**src/rtl/count_seq_if.sv**
```systemverilog
// count_seq_if: control inputs and count/status outputs between the buttons and count_sequencer.
interface count_seq_if #(parameter int WIDTH = 3);
  logic             start;
  logic             stop;
  logic             pause;
  logic [WIDTH-1:0] terminal;
  logic [WIDTH-1:0] count;
  logic             running;
  logic             done;
  logic [1:0]       state;
  modport master (output start, stop, pause, terminal, input count, running, done, state);
  modport slave  (input start, stop, pause, terminal, output count, running, done, state);
endinterface

```
**src/rtl/count_sequencer.sv**
```systemverilog
// count_sequencer: run/stop/pause up-counter with prescaled tick and one-cycle done pulse.
// Define COUNT_SEQ_AUTORELOAD_EN for periodic mode (wrap to 0 on terminal instead of DONE).
module count_sequencer #(
  parameter int WIDTH    = 3,
  parameter int TICK_DIV = 50_000_000
) (
  input logic        clk,
  input logic        reset,
  count_seq_if.slave bus
);
  localparam int PW = TICK_DIV > 1 ? $clog2(TICK_DIV) : 1;
  typedef enum logic [1:0] {IDLE = 2'b00, RUN = 2'b01, PAUSE = 2'b10, DONE = 2'b11} state_t;
  state_t           state_q, state_d;
  logic [WIDTH-1:0] count_q, count_d, term_q, term_d;
  logic [PW-1:0]    presc_q, presc_d;
  logic             done_q, done_d, running_q;
  logic             tick;
  assign tick = presc_q == PW'(TICK_DIV - 1);
  always_ff @(posedge clk or posedge reset) begin
    if (reset) begin
      state_q   <= IDLE;
      count_q   <= '0;
      term_q    <= '0;
      presc_q   <= '0;
      done_q    <= 1'b0;
      running_q <= 1'b0;
    end else begin
      state_q   <= state_d;
      count_q   <= count_d;
      term_q    <= term_d;
      presc_q   <= presc_d;
      done_q    <= done_d;
      running_q <= state_d == RUN;
    end
  end
  // Priority: stop > start > pause > tick; prescaler only advances while running.
  always_comb begin
    state_d = state_q;
    count_d = count_q;
    term_d  = term_q;
    presc_d = presc_q;
    done_d  = 1'b0;
    if (bus.stop) begin
      state_d = IDLE;
      count_d = '0;
      presc_d = '0;
    end else if (bus.start) begin
      state_d = RUN;
      count_d = '0;
      term_d  = bus.terminal;
      presc_d = '0;
    end else if (state_q == RUN && bus.pause) begin
      state_d = PAUSE;
    end else if (state_q == RUN && tick) begin
      presc_d = '0;
      if (count_q == term_q) begin
        done_d = 1'b1;
`ifdef COUNT_SEQ_AUTORELOAD_EN
        count_d = '0;
`else
        state_d = DONE;
`endif
      end else begin
        count_d = count_q + 1'b1;
      end
    end else if (state_q == RUN) begin
      presc_d = presc_q + 1'b1;
    end else if (state_q == PAUSE && !bus.pause) begin
      state_d = RUN;
    end
  end
  assign bus.count   = count_q;
  assign bus.state   = state_q;
  assign bus.done    = done_q;
  assign bus.running = running_q;
endmodule
```
**src/flat_wrapper.sv**
```systemverilog
// flat-port wrapper written by rule: the top's interface ports become plain ports
module count_sequencer_flat 
#(
  parameter int WIDTH    = 3,
  parameter int TICK_DIV = 50_000_000
)
  (clk, reset, bus_start, bus_stop, bus_pause, bus_terminal, bus_count, bus_running, bus_done, bus_state);
  count_seq_if #(.WIDTH(WIDTH)) bus_i ();
  input logic clk;
  input logic reset;
  input wire logic [$bits(bus_i.start)-1:0] bus_start;
  input wire logic [$bits(bus_i.stop)-1:0] bus_stop;
  input wire logic [$bits(bus_i.pause)-1:0] bus_pause;
  input wire logic [$bits(bus_i.terminal)-1:0] bus_terminal;
  output wire logic [$bits(bus_i.count)-1:0] bus_count;
  output wire logic [$bits(bus_i.running)-1:0] bus_running;
  output wire logic [$bits(bus_i.done)-1:0] bus_done;
  output wire logic [$bits(bus_i.state)-1:0] bus_state;
  assign bus_i.start = bus_start;
  assign bus_i.stop = bus_stop;
  assign bus_i.pause = bus_pause;
  assign bus_i.terminal = bus_terminal;
  assign bus_count = bus_i.count;
  assign bus_running = bus_i.running;
  assign bus_done = bus_i.done;
  assign bus_state = bus_i.state;
  count_sequencer #(.WIDTH(WIDTH), .TICK_DIV(TICK_DIV)) u_core (.clk(clk), .reset(reset), .bus(bus_i));
endmodule
```
**config.mk**
```make
export PLATFORM = sky130hd
export DESIGN_NAME = count_sequencer_flat
export DESIGN_NICKNAME = d
export VERILOG_FILES = /design/src/rtl/count_seq_if.sv /design/src/rtl/count_sequencer.sv /design/src/flat_wrapper.sv
export SDC_FILE = /design/constraint.sdc
export NUM_CORES = 1
export LEC_CHECK = 0
export CORE_MARGIN = 4
export CORE_UTILIZATION = 54
export CTS_BUF_LIST = sky130_fd_sc_hd__clkbuf_8
export CTS_CLUSTER_SIZE = 28
export DETAILED_ROUTE_END_ITERATION = 10
export GPL_TIMING_DRIVEN = 1
export MAX_ROUTING_LAYER = met4
export PLACE_DENSITY = 0.77
export SLEW_MARGIN = 20
export SYNTH_ARGS = -nofsm -noshare
export SYNTH_HDL_FRONTEND = slang
export SYNTH_SLANG_ARGS = --single-unit
```
**constraint.sdc**
```tcl
create_clock -name clk -period 2.07 [get_ports clk]
set_input_delay 0.414 -clock clk [delete_from_list [all_inputs] [get_ports clk]]
set_output_delay 0.414 -clock clk [all_outputs]
set_load 0.02 [all_outputs]
```
==> results.json <==
{
  "p_int_w": 0.00100,
  "pre_cts_ws_ns": -0.113,
  "critPathArrivalTime_ns": 2.21,
  "die-area_sq_um": 4820,
  "synth_nets": 232,
  "p_leak_nw": 1.06,
  "ir_drop_mv": 0.359,
  "coreArea_sq_um": 3660,
  "crit_type": "register to register",
  "comb_power_share": 0.102,
  "drive_gt1_frac": 0.223,
  "timing.final.ws_setup_ns": 0.0241,
  "syn2layout_area_growth_pct": 28.7,
  "cts_max_path_buffers": 2,
  "cts.clk_slew.worst_paths_ns": 0.07,
  "nNetsFinal": 283,
  "cts_made_buffers": 5,
  "min_period_over_period": 0.988,
  "ys_seq_area_frac": 0.443,
  "wl_microns": 4960,
  "cp.depth": 5,
  "ant_nets": 0,
  "fillers": 275,
  "clockPowerShare": 0.350,
  "path_buf_inv": 1,
  "path_max_fanout": 5,
  "place_area_sq_um": 2490,
  "clock_latency_ns": 0.29,
  "drcViolationCount": 0,
  "finClkSkew_ns": 0.00644,
  "drt_iter0_markers": 163,
  "slew_headroom": 0.634,
  "hold_path.class": "input port to async pin",
  "crit_required_ns": 2.24,
  "via_per_inst": 5.94,
  "worst_pin_slew_ns": 0.544,
  "ys_seq_elements": 36,
  "switching_share": 0.245,
  "ys.flop_type": "dfrtp_1",
  "p_per_area_nw_per_um2": 506,
  "cts_tree": "done",
  "rows": 22,
  "p_switching_w": 0.000325,
  "firstDrtPassIters": 4,
  "p_seq_frac": 0.548,
  "vias": 1907,
  "setup.worst_path.start_class": "register",
  "critPathSlowestCell": "or4_4",
  "synth_area_sq_um": 2040,
  "design_power_total_w": 0.00133,
  "finalWeightedCongestion": 0.856,
  "io-pin-count": 15,
  "antenna_found_initial": 0,
  "async_reset_ff_frac": 1.00,
  "drv_slew": 0,
  "start_util": 0.556,
  "cpLargestDelayFamily": "simple AND/OR/NAND/NOR gates",
  "r2r_cells": 5,
  "groute.usage.overall": 0.221,
  "htree_levels": 2,
  "path_common_cell": "or4_4",
  "syn_inst": 222,
  "hold_viol_final": 0,
  "ctsRootBufferMaster": "clkbuf_8",
  "hold_buffers": 0,
  "slowest_delay_ns": 0.62,
  "wl_per_cell_microns": 15.4,
  "reg2reg_setup_slack_ns": 0.02,
  "die_y_microns": 69.4,
  "gr-total-overflow": 0,
  "port_buffers": 14,
  "maxCapViolCount": 0,
  "grt_max_degree": 37,
  "yosysWarnings": 0,
  "grt_pass1_wl_microns": 8270,
  "stdcell_area_sq_um": 2620,
  "rsz0062_at_grt": "true",
  "avgSynthCellArea_sq_um": 9.17,
  "synth_cell_types": 40,
  "n_antenna_cell": 0,
  "setup_violations": 0,
  "post-route-min-period_ns": 2.05,
  "endpoint_kind": "register",
  "grt_pass1_vias": 1878,
  "crit_chain": "or4_4 -> or4_4 -> buf_12 -> o211ai_1 -> a31oi_1",
  "cts.sinks": 36,
  "fmaxAchievable_mhz": 489,
  "hpwl_microns": 3470,
  "fp.dieW_microns": 69.4,
  "post_cts_buffers": 0,
  "outcome": "completed",
  "synth-edff-count": 0
}
-- stage by stage --
step	TNS, ns	instances	hold slack, ns	utilization
6_report	0	321	0.531	0.716
5_1_grt	-0.0527	321	0.549	0.716
4_1_cts	0	320	0.531	0.707
3_5_place_dp	-0.642	313	0.515	0.679
3_3_place_gp	-0.387	313	0.512	0.679
2_1_floorplan	0	222	0.492	-
-- power groups by stage --
stage	combinational [W]	clock (W)	sequential [W]
2_1_floorplan	0.0000692	0	0.000745
3_3_place_gp	0.000130	0	0.000740
3_5_place_dp	0.000133	0	0.000740
4_1_cts	0.000135	0.000473	0.000727
5_1_grt	0.000150	0.000508	0.000728
6_report	0.000136	0.000464	0.000727
-- layout make-up --
type                            count  area [sq um]  area share
Clock buffer                        5          68.8      0.0263
Clock inverter                      2          8.76     0.00334
Inverter                            3          11.3     0.00430
Multi-Input combinational cell    174          1120       0.429
Sequential cell                    36           901       0.344
Tap cell                           48          60.1      0.0229
Timing Repair Buffer               53           445       0.170
-- synth_stat cells (3+ instances only) --
master / number / share of area
xnor2_1: 4 / 0.017
and3_1: 4 / 0.012
and2_1: 4 / 0.012
and4_1: 5 / 0.022
o21a_1: 3 / 0.011
a31oi_1: 12 / 0.037
nand2_1: 26 / 0.048
nor4_2: 3 / 0.018
nand3_1: 17 / 0.042
clkbuf_1: 6 / 0.011
xor2_1: 9 / 0.039
nand4_1: 9 / 0.028
inv_1: 3 / 0.0055
mux2_2: 3 / 0.017
dfrtp_1: 36 / 0.44
nor3_1: 10 / 0.025
or3_1: 4 / 0.012
or4_1: 7 / 0.026
nor2_1: 19 / 0.035
a21oi_1: 12 / 0.030
-- cells by family after synthesis --
| kind of cell | Yosys count | synth area share |
|---|---|---|
| flops | 36 | 0.443 |
| buf+inv | 13 | 0.0320 |
| compound gates | 34 | 0.104 |
| fa+ha+maj | 2 | 0.0123 |
| xor+xnor | 13 | 0.0559 |
| simple gates | 119 | 0.326 |
| mux | 5 | 0.0264 |
-- metal layers --
metal  wire length (microns)  part of all wire  up-vias  global-route usage
met5                       0                 0        -                   -
met1                    2130              0.43      916               0.264
met2                    2480              0.50       51               0.356
met3                     271             0.055       12              0.0493
met4                      81             0.016        0              0.0998
li1                        -                 -      928                   -
-- state kept, by name, summed over array words and instances, names as in the netlist --
name                count
u_core.bus.count        3
u_core.bus.done         1
u_core.bus.running      1
u_core.bus.state        2
u_core.presc_q         26
u_core.term_q           3
-- worst reg2reg max path, stage by stage (launching register included) --
cell and delay [ns]:
dfrtp_1 0.39, or4_4 0.57, or4_4 0.62, buf_12 0.17, o211ai_1 0.08, a31oi_1 0.09
-- what timing repair did --
item,CTS,global route
setup endpoints to repair,6,18
endpoints found under the hold margin,0,0
gates resized for setup,4,4
pin swaps,1,1
gates cloned,0,1
-- worst paths after layout --
check / startpoint / to
worst max-delay path: u_core.presc_q[10] / u_core.presc_q[22]
worst min-delay path: reset / u_core.presc_q[7]
worst max register to register: u_core.presc_q[10] / u_core.presc_q[22]
worst min register to register: u_core.term_q[1] / u_core.term_q[1]
max in group asynchronous: reset / u_core.presc_q[21]
min in group clk: u_core.term_q[1] / u_core.term_q[1]
-- layout by cell type, fill, tap and decap left out, types with 5 or more instances in the layout --
| master | count |
|---|---|
| nor2_1 | 19 |
| dfrtp_1 | 36 |
| nor3_1 | 10 |
| buf_4 | 38 |
| or4_1 | 6 |
| xor2_1 | 9 |
| and4_1 | 5 |
| nand2_1 | 26 |
| nand3_1 | 17 |
| nand4_1 | 9 |
| clkbuf_8 | 5 |
| a31oi_1 | 12 |
| clkdlybuf4s50_1 | 14 |
| a21oi_1 | 12 |
(Power assumes the default switching activity.)
==> RTL edit 1, RTL diff (same flow settings) <==
The option `COUNT_SEQ_AUTORELOAD_EN` is turned on by a define.
--- a/src/rtl/count_sequencer.sv
+++ b/src/rtl/count_sequencer.sv
@@ -2,2 +2,4 @@
 // Define COUNT_SEQ_AUTORELOAD_EN for periodic mode (wrap to 0 on terminal instead of DONE).
+`define COUNT_SEQ_AUTORELOAD_EN
+
 module count_sequencer #(
Check against the original RTL: no difference found for any inputs over 10 cycles, from zero or initial values and one cycle with reset high; that may be too few to reach the edited logic, so the function may still have changed.
==> RTL edit 1 against the original RTL <==
Setup slack worse by 0.10 ns. Fmax down 4.8%. The flow now finishes with violations (negative setup slack). Design area fell by 4.0%. Power is 1.4% higher. Synthesized area is 5.6% lower. Largest power group unchanged. Wire length shrank 4.9%. Sequential cell count unchanged.
==> RTL edit 1: results (changes against the original RTL) <==
status finished, violations left (was complete, no violations); failing checks negative setup slack; worst r2r src u_core.presc_q[0] (was u_core.presc_q[10]); 1st-iter DRT viols 170 (was 163); synth warn 0 (unchanged); PortBufs 14 (unchanged); GP Congestion 0.943 (was 0.856); Worst Skew 0.00681 ns (was 0.00644 ns); final net count 273 (was 283); Reg2Reg Capture Point u_core.bus.count[1] (was u_core.presc_q[22]); setup tns final -0.128 ns (was 0 ns); Mapped Nets 223 (was 232); P_leak 1.06 nW (about the same); clk root buf clkbuf_8 (unchanged); Worst Setup Slack, final -0.0780 ns (was 0.0241 ns); count of cell types in the netlist 34 (was 40); Hold Slack 0.525 ns (was 0.531 ns); synth top area cells dfrtp_1 (47%), xor2_1 (6.4%), nor2_1 (4.9%) (was dfrtp_1 (44%), nand2_1 (4.8%), nand3_1 (4.2%)); VDD IR-drop max 0.328 mV (was 0.359 mV); DP Worst Slack -0.183 ns (was -0.113 ns); Post-synth top cells dfrtp_1 (36), nor2_1 (25), nand2_1 (19) (was dfrtp_1 (36), nand2_1 (26), nor2_1 (19)); GR Util All Layers 23.7% (was 22.1%); vias in the first global route 1709 (was 1878); Detailed Place HPWL 3360 um (was 3470 um); CP Data Required Time 2.29 ns (was 2.24 ns); Vias 1782 (was 1907); share of post-route cells with drive strength above 1 23.9% (was 22.3%); register area share after synthesis 46.9% (was 44.3%); Placed Cells 299 (was 313); CP Class flip-flop to flip-flop (unchanged); first-pass GRT wire length 7750 um (was 8270 um); placed standard-cell area 2360 um2 (was 2490 um2); CTS Buffer Depth 2 (unchanged); Final setup viols 2 (was 0); switch share 23.5% (was 24.5%); synthesized area per cell 9.02 um2 (was 9.17 um2); Final Non-Filler Cells 310 (was 321); R2R depth 6 (was 5); largest net degree at the start of global routing 37 (unchanged); final wirelength 4720 um (was 4960 um); first-pass iteration count of the detailed router 4 (unchanged); slew margin rel. 67.1% (was 63.4%)
[RTL edit 1: cell count changes after synthesis, moves of 3 or more]
cell,change
nand2_1,-7
a31oi_1,-6
nor2_1,+6
nand4_1,+5
xor2_1,+5
and3_1,+4
and4_1,-4
o21ai_0,+4
and2_1,-3
nor4_2,-3
o21a_1,-3
or4_1,-3
[RTL edit 1: metal layers]
layer | GRT usage, % | vias to the layer above | routed length, um
met5 | - | - | 0
met4 | 10.1 | 0 | 99
met2 | 37.4 | 58 | 2290
met3 | 6.49 | 9 | 271
li1 | - | 857 | -
met1 | 28.5 | 858 | 2060
[RTL edit 1: area by class of cell]
type | instances | area [um2]
inverters | 4 | 15.0
clock inverters | 2 | 7.51
multi-input cells | 164 | 1020
repair buffers | 52 | 429
flip-flops and latches | 36 | 903
fillers | 228 | 873
well taps | 46 | 57.6
clock buffers | 6 | 82.6
[RTL edit 1: logic make-up after synthesis]
logic type	after synthesis	synth area share (%)
simple gates	115	31.2
flops	36	46.9
compound gates	25	7.55
xor+xnor	18	8.20
buf+inv	13	2.60
mux	3	1.76
fa+ha+maj	3	1.82
[RTL edit 1: worst max-delay path: stages (launching register included)]
cell     delay (ns)
dfrtp_1        0.35
ha_2           0.19
nand3_2        0.08
or2_4          0.27
or4_4          0.55
or4b_1         0.50
a21oi_1        0.14
[RTL edit 1: timing repair]
action | 4_1_cts | 5_1_grt
pin swaps | 4 | 7
cloned | 0 | 0
resized for setup | 2 | 10
setup endpoints to repair | 4 | 12
setup buffers | 2 | 2
[RTL edit 1: power by group through the flow]
stage	clock network, mW	registers (mW)	logic, mW
CTS	0.512	0.724	0.115
detailed placement	0	0.738	0.115
global placement	0	0.737	0.111
floorplan	0	0.741	0.0569
global route	0.554	0.725	0.129
finish	0.503	0.724	0.117
==> RTL edit 2, RTL diff (same settings) <==
Without the edit above. Reset style: synchronous (`reset`), changed in one clocked block.
--- a/src/rtl/count_sequencer.sv
+++ b/src/rtl/count_sequencer.sv
@@ -18,3 +18,3 @@
   assign tick = presc_q == PW'(TICK_DIV - 1);
-  always_ff @(posedge clk or posedge reset) begin
+  always_ff @(posedge clk) begin
     if (reset) begin
Check against the original RTL: differs if reset is asserted again (counterexample within 4 cycles, from zero or initial values and one cycle with reset high); with reset held inactive, the same outputs for 10 cycles.
==> RTL edit 2 against the original RTL <==
Sequential cell count is the same. Synthesized cell count fell by 17%. Design area decreased by 24%. Fmax grew 6.9%. Count of clock-buffer cells in the layout is 1 higher. Synthesized area decreased by 18%. Setup slack better by 0.13 ns. Wire length shrank 29%. Utilization fell by 1.7 points. Critical endpoint is now u_core.presc_q[17]. Largest cell class unchanged.
Power is not compared: it rests on default switching activity, and its combinational part moved more than twofold at a synthesized area within 25%.
==> RTL edit 2: results (changes against the original RTL) <==
status complete, no violations (unchanged); Mapped Nets 194 (was 232); Seq cells 36 (unchanged); wire length per cell 14.5 um (was 15.4 um); number of non-clock buffers in the layout 23 (was 53); GP Congestion 0.766 (was 0.856); Detailed Place HPWL 2600 um (was 3470 um); Post-synth top cells nor2_1 (39), dfxtp_1 (36), xor2_1 (20) (was dfrtp_1 (36), nand2_1 (26), nor2_1 (19)); Worst Skew 0.00833 ns (was 0.00644 ns); buffering overhead 11.2% (was 17.0%); final net count 220 (was 283); synthesized area per cell 9.02 um2 (was 9.17 um2); Inverters 1 (was 3); 1st-iter DRT viols 70 (was 163); share of post-route cells with drive strength above 1 10.9% (was 22.3%); DP Worst Slack -0.262 ns (was -0.113 ns); Hold WC Path Type flip-flop to flip-flop (was input port to async pin); Final Non-Filler Cells 242 (was 321); CP max stage cell or3b_4 (was or4_4); CLK BUF 6 (was 5); register area share after synthesis 43.4% (was 44.3%); synth top area cells dfxtp_1 (43%), xor2_1 (11%), nor2_1 (8.8%) (was dfrtp_1 (44%), nand2_1 (4.8%), nand3_1 (4.2%)); multi-input combinational area share 46.0% (was 42.9%); count of cell types in the netlist 35 (was 40); grt met1 use 21.9% (was 26.4%); vias in the first global route 1313 (was 1878); clock-cell share of area 4.52% (was 2.96%); register area 721 um2 (was 901 um2); Resized Gates After CTS 0 (was 4); Placed Cells 234 (was 313); Primary FF master, synth dfxtp_1 (was dfrtp_1); first-pass GRT wire length 5890 um (was 8270 um); GR Util All Layers 19.1% (was 22.1%)
==> RTL edit 2: cell count changes after synthesis, moves of 6 or more <==
cell     delta
or4_1       -6
nor2_1     +20
dfrtp_1    -36
a21oi_1     -9
nand2_1    -15
a31oi_1    -11
nand3_1     -8
dfxtp_1    +36
xor2_1     +11
==> RTL edit 2: worst paths after layout <==
kind | from | end | slack [ns] | cells after the start
worst max-delay path | u_core.bus.state[1] | u_core.presc_q[17] | 0.16 | 6
worst min-delay path | u_core.presc_q[25] | u_core.presc_q[25] | 0.50 | 2
worst max register to register | u_core.bus.state[1] | u_core.presc_q[17] | 0.16 | 6
worst min register to register | u_core.presc_q[25] | u_core.presc_q[25] | 0.50 | 2
==> RTL edit 2: cell families (layout without fill, tap and decap cells) <==
group                      count (synthesis)  in the layout  synth area share, %
AOI/OAI and AO/OA                          8              8                 2.94
xor gates and xnor gates                  28             28                 14.8
adders and majority gates                  2              2                 1.51
buffers and inverters                      5             32                 1.36
DFF                                       36             36                 43.4
muxes                                      5              5                 3.01
and+or+nand+nor                          100            100                 33.0
==> RTL edit 2: stage by stage <==
stage	cell area, um2	setup TNS [ns]	util (%)
after floorplan	1660	0	-
after detailed placement	1900	-1.65	66.6
final	1990	0	69.9
after global routing	1990	0	69.9
after CTS	1990	0	69.8
after global placement	1900	-1.23	66.6
==> RTL edit 2: power groups by stage <==
stage,Sequential [mW],Combinational [mW],Clock (mW)
5_1_grt,0.700,0.0668,0.538
6_report,0.700,0.0611,0.496
2_1_floorplan,0.719,0.0239,0
4_1_cts,0.700,0.0614,0.507
3_5_place_dp,0.716,0.0608,0
3_3_place_gp,0.716,0.0591,0
==> RTL edit 2: per-layer routing <==
metal / vias up / wire length (um)
met5: - / 0
met4: 0 / 61
met1: 659 / 1570
met3: 5 / 121
met2: 24 / 1770
li1: 692 / -
